--- src/rtl/computer_pkg.sv ---
// computer_pkg: shared channel indices, phase generator defaults and step states
package computer_pkg;
   localparam int CH_CPU = 0;
   localparam int CH_MEM = 1;
   localparam int CH_VID = 2;
   localparam logic [23:0] DIV_RST_DEF = {3{8'd49}};
   // ch2..ch0: cpu starts first, memory 12 cycles later, video 25 cycles later
   localparam logic [23:0] PHASE_DEF = {8'd25, 8'd12, 8'd0};
   typedef enum logic {ST_IDLE, ST_BUSY} step_st_t;
endpackage

--- src/rtl/phase_chan.sv ---
// phase_chan: one phase channel with start delay, period counter and shadow divide
module phase_chan #(
   parameter int CNT_W = 8,
   parameter logic [CNT_W-1:0] PHASE = '0,
   parameter logic [CNT_W-1:0] DIV_RST = '0
) (
   input  logic             clock_50,
   input  logic             res,
   input  logic [CNT_W-1:0] div,
   input  logic             hold,
   output logic             phi,
   output logic             rise,
   output logic             at_end
);
   localparam logic [CNT_W:0] START = {1'b0, PHASE} + (CNT_W+1)'(1);
   logic [CNT_W:0] dly;
   logic run, start, wrap;
   logic [CNT_W-1:0] cnt, d, cnt_nx, d_nx;
   assign start = !run && dly == START;
   assign at_end = run && cnt == d;
   // hold parks the counter on its last count instead of wrapping
   assign wrap = at_end && !hold;
   assign d_nx = wrap ? div : d;
   assign cnt_nx = wrap ? '0 : (run && !at_end) ? cnt + CNT_W'(1) : cnt;
   always_ff @(posedge clock_50 or negedge res)
      if (!res) begin
         dly <= '0;
         run <= 1'b0;
         cnt <= '0;
         d <= DIV_RST;
         phi <= 1'b0;
         rise <= 1'b0;
      end else begin
         dly <= (run || start) ? dly : dly + (CNT_W+1)'(1);
         run <= run || start;
         cnt <= cnt_nx;
         d <= d_nx;
         rise <= start || wrap;
         phi <= (run || start) && (cnt_nx <= (d_nx >> 1));
      end
endmodule

--- src/rtl/phase_gen.sv ---
// phase_gen: multi-channel phase generator with cpu single-step and heartbeat
module phase_gen
   import computer_pkg::*;
#(
   parameter int NUM_CH = 3,
   parameter int CNT_W = 8,
   parameter int HB_W = 23,
   parameter logic [NUM_CH*CNT_W-1:0] DIV_RST = DIV_RST_DEF,
   parameter logic [NUM_CH*CNT_W-1:0] PHASE = PHASE_DEF
) (
   input  logic                    clock_50,
   input  logic                    res,
   input  logic [NUM_CH*CNT_W-1:0] div,
   input  logic                    step_mode,
   input  logic                    step_req,
   output logic [NUM_CH-1:0]       phi,
   output logic [NUM_CH-1:0]       rise,
   output logic                    step_busy,
   output logic                    heartbeat
);
   localparam logic [NUM_CH-1:0] STEP_MASK = NUM_CH'(1) << CH_CPU;
   step_st_t st, st_nx;
   logic [NUM_CH-1:0] at_end;
   logic [HB_W-1:0] hb_cnt;
   logic req_q, cpu_end, start, hold0;
   assign cpu_end = |(at_end & STEP_MASK);
   // a request edge only counts while the cpu channel is parked and idle
   assign start = step_mode && st == ST_IDLE && cpu_end && step_req && !req_q;
   assign hold0 = step_mode && !start;
   assign step_busy = st == ST_BUSY;
   always_comb st_nx = start ? ST_BUSY : (st == ST_BUSY && cpu_end) ? ST_IDLE : st;
   always_ff @(posedge clock_50 or negedge res)
      if (!res) begin
         st <= ST_IDLE;
         req_q <= 1'b0;
         hb_cnt <= '0;
         heartbeat <= 1'b0;
      end else begin
         st <= st_nx;
         req_q <= step_req;
         hb_cnt <= hb_cnt + HB_W'(1);
         heartbeat <= heartbeat ^ (&hb_cnt);
      end
   for (genvar i = 0; i < NUM_CH; i++) begin : g_ch
      phase_chan #(
         .CNT_W  (CNT_W),
         .PHASE  (PHASE[i*CNT_W +: CNT_W]),
         .DIV_RST(DIV_RST[i*CNT_W +: CNT_W])
      ) u_chan (
         .clock_50(clock_50),
         .res     (res),
         .div     (div[i*CNT_W +: CNT_W]),
         .hold    (STEP_MASK[i] && hold0),
         .phi     (phi[i]),
         .rise    (rise[i]),
         .at_end  (at_end[i])
      );
   end
endmodule

--- config.mk ---
export PLATFORM = sky130hd
export DESIGN_NAME = phase_gen
export DESIGN_NICKNAME = d
export VERILOG_FILES = /design/src/rtl/computer_pkg.sv /design/src/rtl/phase_chan.sv /design/src/rtl/phase_gen.sv
export SDC_FILE = /design/constraint.sdc
export NUM_CORES = 1
export LEC_CHECK = 0
export ABC_AREA = 1
export BUFFER_PORTS_ARGS = -buffer_cell sky130_fd_sc_hd__buf_2
export CORE_MARGIN = 4
export CORE_UTILIZATION = 30
export CTS_CLUSTER_SIZE = 25
export DETAILED_ROUTE_END_ITERATION = 7
export GPL_TIMING_DRIVEN = 0
export PLACE_DENSITY_LB_ADDON = 0.05
export SYNTH_ARGS = -nofsm -noshare
export SYNTH_HDL_FRONTEND = slang
export SYNTH_HIERARCHICAL = 1
export SYNTH_SLANG_ARGS = --single-unit
--- constraint.sdc ---
create_clock -name clock_50 -period 2.9 [get_ports clock_50]
set_input_delay 0.435 -clock clock_50 [delete_from_list [all_inputs] [get_ports clock_50]]
set_output_delay 0.435 -clock clock_50 [all_outputs]
set_load 0.05 [all_outputs]
==> results of run 1 <==
==> final cells by class <==
| class | instances | area (um^2) |
|---|---|---|
| Multi-Input combinational cell | 572 | 3370 |
| Inverter | 127 | 483 |
| Fill cell | 2190 | 13400 |
| Clock inverter | 3 | 43.8 |
| Clock buffer | 12 | 256 |
| Buffer | 6 | 67.6 |
| Tap cell | 275 | 344 |
| Timing Repair Buffer | 60 | 393 |
| Sequential cell | 110 | 2770 |
==> report_power, final <==
group,internal [W],total (W),leakage (nW),switching (W)
registers,0.00153,0.00153,1.29,0.000000268
logic,0.0000186,0.0000595,2.63,0.0000409
clock network,0.000714,0.00128,0.149,0.000566
==> final timing paths <==
| path | start | to | depth (start not counted) |
|---|---|---|---|
| setup / recovery | g_ch[0].u_chan/d[0] | g_ch[0].u_chan/phi | 26 |
| hold / removal | res | g_ch[0].u_chan/d[3] | 1 |
| setup reg to reg | g_ch[0].u_chan/d[0] | g_ch[0].u_chan/phi | 26 |
| hold reg to reg | hb_cnt[0] | hb_cnt[0] | 1 |
| max in group asynchronous | res | g_ch[2].u_chan/d[0] | 2 |
| min in group clock_50 | step_req | req_q | 1 |
==> through the flow <==
step           total power, W  instance area, um^2  setup slack [ps]   util  cells
2_1_floorplan         0.00157                 6510               169      -    815
3_3_place_gp          0.00162                 7030              -297  0.332   1125
3_5_place_dp          0.00163                 7060              -326  0.334   1126
4_1_cts               0.00296                 7570             -96.4  0.358   1156
5_1_grt               0.00301                 7720              -215  0.365   1165
6_report              0.00287                 7720             -16.1  0.365   1165
==> layer usage <==
metal	GRT usage	part of all wire
met4	0.0308	0.011
met1	0.167	0.48
met2	0.210	0.48
met3	0.0292	0.031
met5	0	0
==> sequential cells by signal, summed over array words and instances (netlist names) <==
register and flops:
g_ch.u_chan/run 3, heartbeat 1, g_ch.u_chan/d 24, g_ch.u_chan/cnt 24, g_ch.u_chan/phi 3, step_busy 1
hb_cnt 23, req_q 1, g_ch.u_chan/dly 27, g_ch.u_chan/rise 3
==> worst max-delay path: stages, from the launching register on <==
cell                       delay (ps)
sky130_fd_sc_hd__dfstp_2          540
sky130_fd_sc_hd__inv_1             50
sky130_fd_sc_hd__nand2_1           60
sky130_fd_sc_hd__nand2_2           70
sky130_fd_sc_hd__nand2_2           80
sky130_fd_sc_hd__nor2_2            50
sky130_fd_sc_hd__nand2_2           90
sky130_fd_sc_hd__nor2_4            40
sky130_fd_sc_hd__nand2_1           70
sky130_fd_sc_hd__nor2_2            40
sky130_fd_sc_hd__a21boi_1         110
sky130_fd_sc_hd__inv_1             90
sky130_fd_sc_hd__nand4_4           90
sky130_fd_sc_hd__inv_2             60
sky130_fd_sc_hd__buf_6            130
sky130_fd_sc_hd__buf_6            120
sky130_fd_sc_hd__buf_4            130
sky130_fd_sc_hd__o21ai_2          140
sky130_fd_sc_hd__ha_2             180
sky130_fd_sc_hd__nor2_1            40
sky130_fd_sc_hd__o21bai_1         120
sky130_fd_sc_hd__nand2_1           70
sky130_fd_sc_hd__nand2_1           70
sky130_fd_sc_hd__nand2_1           60
sky130_fd_sc_hd__a21oi_2          160
sky130_fd_sc_hd__nor2_2            60
sky130_fd_sc_hd__nor2_2           120
==> repair_timing <==
action	4_1_cts	5_1_grt
gates resized for setup	14	28
setup endpoints to repair	1	3
pin swaps	16	17
buffers inserted	15	9
==> report_table.html, run 1 <==
<table>
<tr><th>Metric</th><th>Value</th></tr>
<tr><th colspan="2">Timing</th></tr>
<tr><td>Final number of hold-violating endpoints</td><td>2</td></tr>
<tr><td>Share of the clock period used by the worst path after layout</td><td>1.01</td></tr>
<tr><td>Setup repair after global routing missed its margin</td><td>true</td></tr>
<tr><td>Worst-case clock skew</td><td>9.53 ps</td></tr>
<tr><td>Worst hold slack</td><td>-5.50 ps</td></tr>
<tr><td>Minimum clock period after layout</td><td>2920 ps</td></tr>
<tr><td>Setup violators final</td><td>1</td></tr>
<tr><td>FMAX</td><td>343 MHz</td></tr>
<tr><td>Setup ws final</td><td>-16.1 ps</td></tr>
<tr><td>Count of pins over their slew limit</td><td>0</td></tr>
<tr><td>Total negative slack for setup checks</td><td>-16.1 ps</td></tr>
<tr><th colspan="2">Clocking</th></tr>
<tr><td>Clock Tree Buf Depth</td><td>2</td></tr>
<tr><td>Sinks on Clock Net</td><td>110</td></tr>
<tr><td>Clock transition at the registers of the reported paths</td><td>80 ps</td></tr>
<tr><td>Hold-fix buffer count after cts</td><td>0</td></tr>
<tr><td>TritonCTS Buffers</td><td>9</td></tr>
<tr><td>Clock tree from TritonCTS</td><td>yes</td></tr>
<tr><td>H-tree depth</td><td>3</td></tr>
<tr><td>Skew-Pair Late Insertion Delay</td><td>350 ps</td></tr>
<tr><td>Buffer cell driving the clock tree root</td><td>sky130_fd_sc_hd__clkbuf_16</td></tr>
<tr><th colspan="2">Pwr</th></tr>
<tr><td>Leakage dissipation</td><td>4.06 nW</td></tr>
<tr><td>Power density over cell area</td><td>372 nW/um^2</td></tr>
<tr><td>Worst supply voltage drop on vdd</td><td>0.245 mV</td></tr>
<tr><th colspan="2">Detailed routing</th></tr>
<tr><td>Routed length per instance</td><td>12.2 um</td></tr>
<tr><td>Number of antenna-violating nets in the routed design</td><td>0</td></tr>
<tr><td>Number of DRC markers in iteration 0</td><td>166</td></tr>
<tr><td>First-pass iteration count of the detailed router</td><td>4</td></tr>
<tr><td>DRC violation count after routing</td><td>0</td></tr>
<tr><td>Via count</td><td>5,034</td></tr>
<tr><td>Routed via count divided by cell count</td><td>4.32</td></tr>
<tr><td>Total wirelength of the detailed-routed design</td><td>14.3 mm</td></tr>
<tr><th colspan="2">Global routing</th></tr>
<tr><td>Overall track demand over capacity in global routing</td><td>0.126</td></tr>
<tr><td>Total congestion overflow after global routing</td><td>0</td></tr>
<tr><td>Number of global-route vias before repair</td><td>5,194</td></tr>
<tr><td>Antenna violations before repair</td><td>0</td></tr>
<tr><td>Largest net degree at the start of global routing</td><td>72</td></tr>
<tr><td>Global-route wire length before repair</td><td>24.9 mm</td></tr>
<tr><th colspan="2">Place</th></tr>
<tr><td>Quantity of I/O buffers inserted on ports</td><td>35</td></tr>
<tr><td>Placed wire-length estimate after detailed placement</td><td>10.3 mm</td></tr>
<tr><td>Final weighted congestion in routability-driven placement</td><td>0.788</td></tr>
<tr><th colspan="2">Logic synthesis</th></tr>
<tr><td>Post-Synthesis Mean Instance Area</td><td>7.99 um^2</td></tr>
<tr><td>Cell area after synthesis</td><td>6510 um^2</td></tr>
<tr><td>Cells after synthesis</td><td>814</td></tr>
<tr><td>Warnings from Yosys</td><td>6</td></tr>
<tr><th colspan="2">Final layout</th></tr>
<tr><td>Count of antenna diodes in the layout</td><td>0</td></tr>
<tr><td>Most frequent cells in the layout</td><td>sky130_fd_sc_hd__nand2_1 (238), sky130_fd_sc_hd__dfrtp_1 (100), sky130_fd_sc_hd__inv_1 (96)</td></tr>
<tr><td>Nets</td><td>945</td></tr>
<tr><td>Most common cell after layout, fill and taps aside</td><td>sky130_fd_sc_hd__nand2_1</td></tr>
<tr><td>Relative area change from synthesis to final layout</td><td>18.7%</td></tr>
<tr><td>Fraction of layout cells with a size suffix above 1</td><td>0.242</td></tr>
<tr><th colspan="2">Floorplan</th></tr>
<tr><td>Area inside the core boundary</td><td>21,200 um^2</td></tr>
<tr><td>Num rows</td><td>53</td></tr>
<tr><td>Area of the die</td><td>24,100 um^2</td></tr>
<tr><td>Initial core utilization</td><td>0.308</td></tr>
<tr><td>Ports placed on the boundary</td><td>36</td></tr>
<tr><td>Die X</td><td>155 um</td></tr>
<tr><td>Y dimension of the die</td><td>155 um</td></tr>
<tr><th colspan="2">Run</th></tr>
<tr><td>Maxcap violations</td><td>0</td></tr>
<tr><th colspan="2">Critical path</th></tr>
<tr><td>Element type at the critical path start</td><td>flop</td></tr>
<tr><td>Maximum fanout along the worst path</td><td>5</td></tr>
<tr><td>Kind of end point of the critical path</td><td>flop</td></tr>
<tr><td>Data required time at the worst endpoint</td><td>3180 ps</td></tr>
<tr><td>Register-to-register setup slack</td><td>-20 ps</td></tr>
<tr><td>Crit path DAT</td><td>3190 ps</td></tr>
<tr><td>Setup CP Type</td><td>flop to flop</td></tr>
<tr><th colspan="2">Run status</th></tr>
<tr><td>Result of the run</td><td>complete, but fails checks</td></tr>
<tr><td>Violations in the final reports</td><td>negative hold slack, negative setup slack</td></tr>
<tr><th colspan="2">Worst hold path</th></tr>
<tr><td>Worst Hold Class</td><td>input port to async pin</td></tr>
</table>
Note: power is estimated with default switching activity, not from simulation.
==> inputs of run 2 (changes only) <==
Settings changed: CORE_MARGIN 4 to 3, HOLD_SLACK_MARGIN set to 0.05.
==> run 2 against run 1 <==
Compared with the run above:
- the flow finishes with violations (negative setup slack)
- utilization rose by 0.81 points
- first-iteration DRC count fell by 12%
- non-clock buffer count rose by 3
- clock power rose by 7%
- sequential power barely moved
- critical path type unchanged
- wire length rose by 1.5%
- fmax fell by 0.74%
- global-route usage rose by 0.064 points
- power rose by 3.3%
- clock skew fell by 3.0 ps
==> report_table.html, run 2 (same netlist as run 1, synthesis figures left out) <==
<table>
<tr><th>Metric</th><th>Value</th></tr>
<tr><th colspan="2">Clocking</th></tr>
<tr><td>TritonCTS Buffers</td><td>9</td></tr>
<tr><td>Clock Tree Buf Depth</td><td>2</td></tr>
<tr><td>Skew-Pair Late Insertion Delay</td><td>350 ps</td></tr>
<tr><td>Clock tree from TritonCTS</td><td>yes</td></tr>
<tr><td>Buffer cell driving the clock tree root</td><td>sky130_fd_sc_hd__clkbuf_16</td></tr>
<tr><td>Sinks on Clock Net</td><td>110</td></tr>
<tr><td>H-tree depth</td><td>3</td></tr>
<tr><td>Clock transition at the registers of the reported paths</td><td>70 ps</td></tr>
<tr><th colspan="2">Global routing</th></tr>
<tr><td>Overall track demand over capacity in global routing</td><td>0.127</td></tr>
<tr><td>Global-route wire length before repair</td><td>24.7 mm</td></tr>
<tr><td>Total congestion overflow after global routing</td><td>0</td></tr>
<tr><td>Antenna violations before repair</td><td>0</td></tr>
<tr><td>Largest net degree at the start of global routing</td><td>73</td></tr>
<tr><td>Number of global-route vias before repair</td><td>5,214</td></tr>
<tr><th colspan="2">Detailed routing</th></tr>
<tr><td>DRC violation count after routing</td><td>0</td></tr>
<tr><td>Number of DRC markers in iteration 0</td><td>146</td></tr>
<tr><td>First-pass iteration count of the detailed router</td><td>5</td></tr>
<tr><td>Via count</td><td>5,065</td></tr>
<tr><td>Routed via count divided by cell count</td><td>4.33</td></tr>
<tr><td>Number of antenna-violating nets in the routed design</td><td>0</td></tr>
<tr><td>Routed length per instance</td><td>12.4 um</td></tr>
<tr><td>Total wirelength of the detailed-routed design</td><td>14.5 mm</td></tr>
<tr><th colspan="2">Final layout</th></tr>
<tr><td>Top Registers</td><td>g_ch.u_chan/dly (27), g_ch.u_chan/cnt (24), g_ch.u_chan/d (24)</td></tr>
<tr><td>Non-filler instance count after layout</td><td>1,170</td></tr>
<tr><td>Number of flip-flops in the largest register</td><td>27</td></tr>
<tr><td>Register with the most flip-flops</td><td>g_ch.u_chan/dly</td></tr>
<tr><td>Most common cell after layout, fill and taps aside</td><td>sky130_fd_sc_hd__nand2_1</td></tr>
<tr><td>Nets</td><td>949</td></tr>
<tr><td>Relative area change from synthesis to final layout</td><td>21.3%</td></tr>
<tr><td>Fraction of layout cells with a size suffix above 1</td><td>0.265</td></tr>
<tr><td>Count of antenna diodes in the layout</td><td>0</td></tr>
<tr><td>Number of filler cells placed in the layout</td><td>2,177</td></tr>
<tr><td>Most frequent cells in the layout</td><td>sky130_fd_sc_hd__nand2_1 (232), sky130_fd_sc_hd__dfrtp_1 (96), sky130_fd_sc_hd__inv_1 (94)</td></tr>
<tr><th colspan="2">Place</th></tr>
<tr><td># placed instances</td><td>1,126</td></tr>
<tr><td>Quantity of I/O buffers inserted on ports</td><td>35</td></tr>
<tr><td>Setup slack at placement</td><td>-302 ps</td></tr>
<tr><td>Placed wire-length estimate after detailed placement</td><td>10.3 mm</td></tr>
<tr><td>Final weighted congestion in routability-driven placement</td><td>0.798</td></tr>
<tr><th colspan="2">Timing</th></tr>
<tr><td>Worst-case clock skew</td><td>6.57 ps</td></tr>
<tr><td>Setup ws final</td><td>-37.9 ps</td></tr>
<tr><td>Setup repair after global routing missed its margin</td><td>true</td></tr>
<tr><td>Final number of hold-violating endpoints</td><td>0</td></tr>
<tr><td>Count of pins over their slew limit</td><td>0</td></tr>
<tr><td>Total negative slack for setup checks</td><td>-37.9 ps</td></tr>
<tr><td>Share of the clock period used by the worst path after layout</td><td>1.01</td></tr>
<tr><td>Setup violators final</td><td>1</td></tr>
<tr><td>FMAX</td><td>340 MHz</td></tr>
<tr><td>Minimum clock period after layout</td><td>2940 ps</td></tr>
<tr><th colspan="2">Critical path</th></tr>
<tr><td>Kind of end point of the critical path</td><td>flop</td></tr>
<tr><td>Setup CP Type</td><td>flop to flop</td></tr>
<tr><td>Worst path buffer plus inverter count</td><td>8</td></tr>
<tr><td>Cell with the largest stage delay on the worst path</td><td>sky130_fd_sc_hd__dfstp_2</td></tr>
<tr><td>Kind of cell with the highest combined delay on the critical path</td><td>buffers and inverters</td></tr>
<tr><td>Sequence of cells on the critical path</td><td>xnor2_2 &gt; nand2_2 &gt; buf_4 &gt; buf_4 &gt; buf_4 &gt; buf_4 &gt; nor2_2 &gt; nand4_4 &gt; inv_2 &gt; buf_8 &gt; buf_6 &gt; buf_4 &gt; o21ai_4 &gt; ha_2 &gt; nor2_1 &gt; o21bai_1 &gt; nand2_1 &gt; nand2_1 &gt; nand2_1 &gt; a21oi_2 &gt; nor2_2 &gt; nor2_2</td></tr>
<tr><td>Critical Path Source</td><td>g_ch[0].u_chan/d[5]</td></tr>
<tr><td>Largest stage delay, worst path</td><td>560 ps</td></tr>
<tr><td>CP dominant cell by count</td><td>sky130_fd_sc_hd__buf_4</td></tr>
<tr><td>Element type at the critical path start</td><td>flop</td></tr>
<tr><td>Crit path DAT</td><td>3180 ps</td></tr>
<tr><td>Data required time at the worst endpoint</td><td>3140 ps</td></tr>
<tr><td>Reg2reg start</td><td>g_ch[0].u_chan/d[5]</td></tr>
<tr><td>Maximum fanout along the worst path</td><td>5</td></tr>
<tr><th colspan="2">Run status</th></tr>
<tr><td>Result of the run</td><td>complete, but fails checks</td></tr>
<tr><td>Violations in the final reports</td><td>negative setup slack</td></tr>
<tr><th colspan="2">Worst hold path</th></tr>
<tr><td>Hold wc startpoint</td><td>step_req</td></tr>
<tr><td>Worst Hold Class</td><td>input port to flop</td></tr>
<tr><th colspan="2">Pwr</th></tr>
<tr><td>Leakage dissipation</td><td>4.12 nW</td></tr>
<tr><td>Worst supply voltage drop on vdd</td><td>0.250 mV</td></tr>
<tr><td>Power density over cell area</td><td>376 nW/um^2</td></tr>
<tr><th colspan="2">Floorplan</th></tr>
<tr><td>Area inside the core boundary</td><td>21,200 um^2</td></tr>
<tr><td>Die X</td><td>153 um</td></tr>
<tr><td>Area of the die</td><td>23,500 um^2</td></tr>
<tr><td>Initial core utilization</td><td>0.308</td></tr>
<tr><td>Y dimension of the die</td><td>153 um</td></tr>
<tr><td>Num rows</td><td>53</td></tr>
<tr><td>Ports placed on the boundary</td><td>36</td></tr>
<tr><th colspan="2">Run</th></tr>
<tr><td>Maxcap violations</td><td>0</td></tr>
</table>
-- run 2: changes by cell type in the layout (fill, tap and decap cells not counted), moves of 3 or more --
| cell | delta |
|---|---|
| sky130_fd_sc_hd__dfrtp_1 | -4 |
| sky130_fd_sc_hd__nand2_1 | -6 |
| sky130_fd_sc_hd__nand2_2 | +4 |
| sky130_fd_sc_hd__nor2_4 | +3 |
| sky130_fd_sc_hd__dfrtp_2 | +4 |
-- run 2: power breakdown --
| part | switching, W | total, W | leakage [nW] | internal (W) |
|---|---|---|---|---|
| clock network | 0.000590 | 0.00137 | 0.163 | 0.000781 |
| logic | 0.0000428 | 0.0000624 | 2.67 | 0.0000196 |
| registers | 0.000000321 | 0.00153 | 1.28 | 0.00153 |
| total | 0.000634 | 0.00297 | 4.12 | 0.00233 |
-- run 2: path summary, 6_finish.rpt --
path	to	cells after the start	slack (ps)
hold reg to reg	hb_cnt[22]	2	470
min in group asynchronous	g_ch[1].u_chan/rise	2	560
setup reg to reg	g_ch[0].u_chan/phi	22	-40
max in group asynchronous	g_ch[2].u_chan/d[0]	3	1600
hold / removal	req_q	1	210
setup / recovery	g_ch[0].u_chan/phi	22	-40
-- run 2: layout make-up --
| cell class | instances | area (um^2) | share of cell area |
|---|---|---|---|
| repair buffers | 63 | 439 | 0.0557 |
| flip-flops and latches | 110 | 2770 | 0.351 |
| well taps | 275 | 344 | 0.0436 |
| inverters | 127 | 483 | 0.0612 |
| multi-input cells | 573 | 3460 | 0.438 |
| clock inverters | 6 | 83.8 | 0.0106 |
| clock buffers | 10 | 239 | 0.0303 |
| plain buffers | 6 | 75.1 | 0.00951 |
-- run 2: timing repair --
| action | 4_1_cts | 5_1_grt |
|---|---|---|
| endpoints found under the hold margin | 32 | 0 |
| setup buffers | 10 | 15 |
| pin swaps | 16 | 17 |
| endpoints found under the setup margin | 1 | 3 |
| gates cloned | 0 | 2 |
| hold buffers | 1 | 0 |
| resized for setup | 18 | 51 |
-- run 2: per-stage QoR --
step,hold WS [ps],power [W],utilization,cell area [um^2]
after floorplan,139,0.00157,-,6510
after global placement,454,0.00162,0.332,7030
after detailed placement,386,0.00163,0.334,7060
after CTS,183,0.00304,0.358,7580
after global routing,209,0.00311,0.373,7890
final,214,0.00297,0.373,7890
-- run 2: metal layers --
| layer | share of wire | wire length [um] | global-route usage |
|---|---|---|---|
| met1 | 0.48 | 7020 | 0.167 |
| met2 | 0.48 | 6890 | 0.213 |
| met3 | 0.024 | 341 | 0.0190 |
| met4 | 0.015 | 220 | 0.0433 |
| met5 | 0 | 0 | 0 |
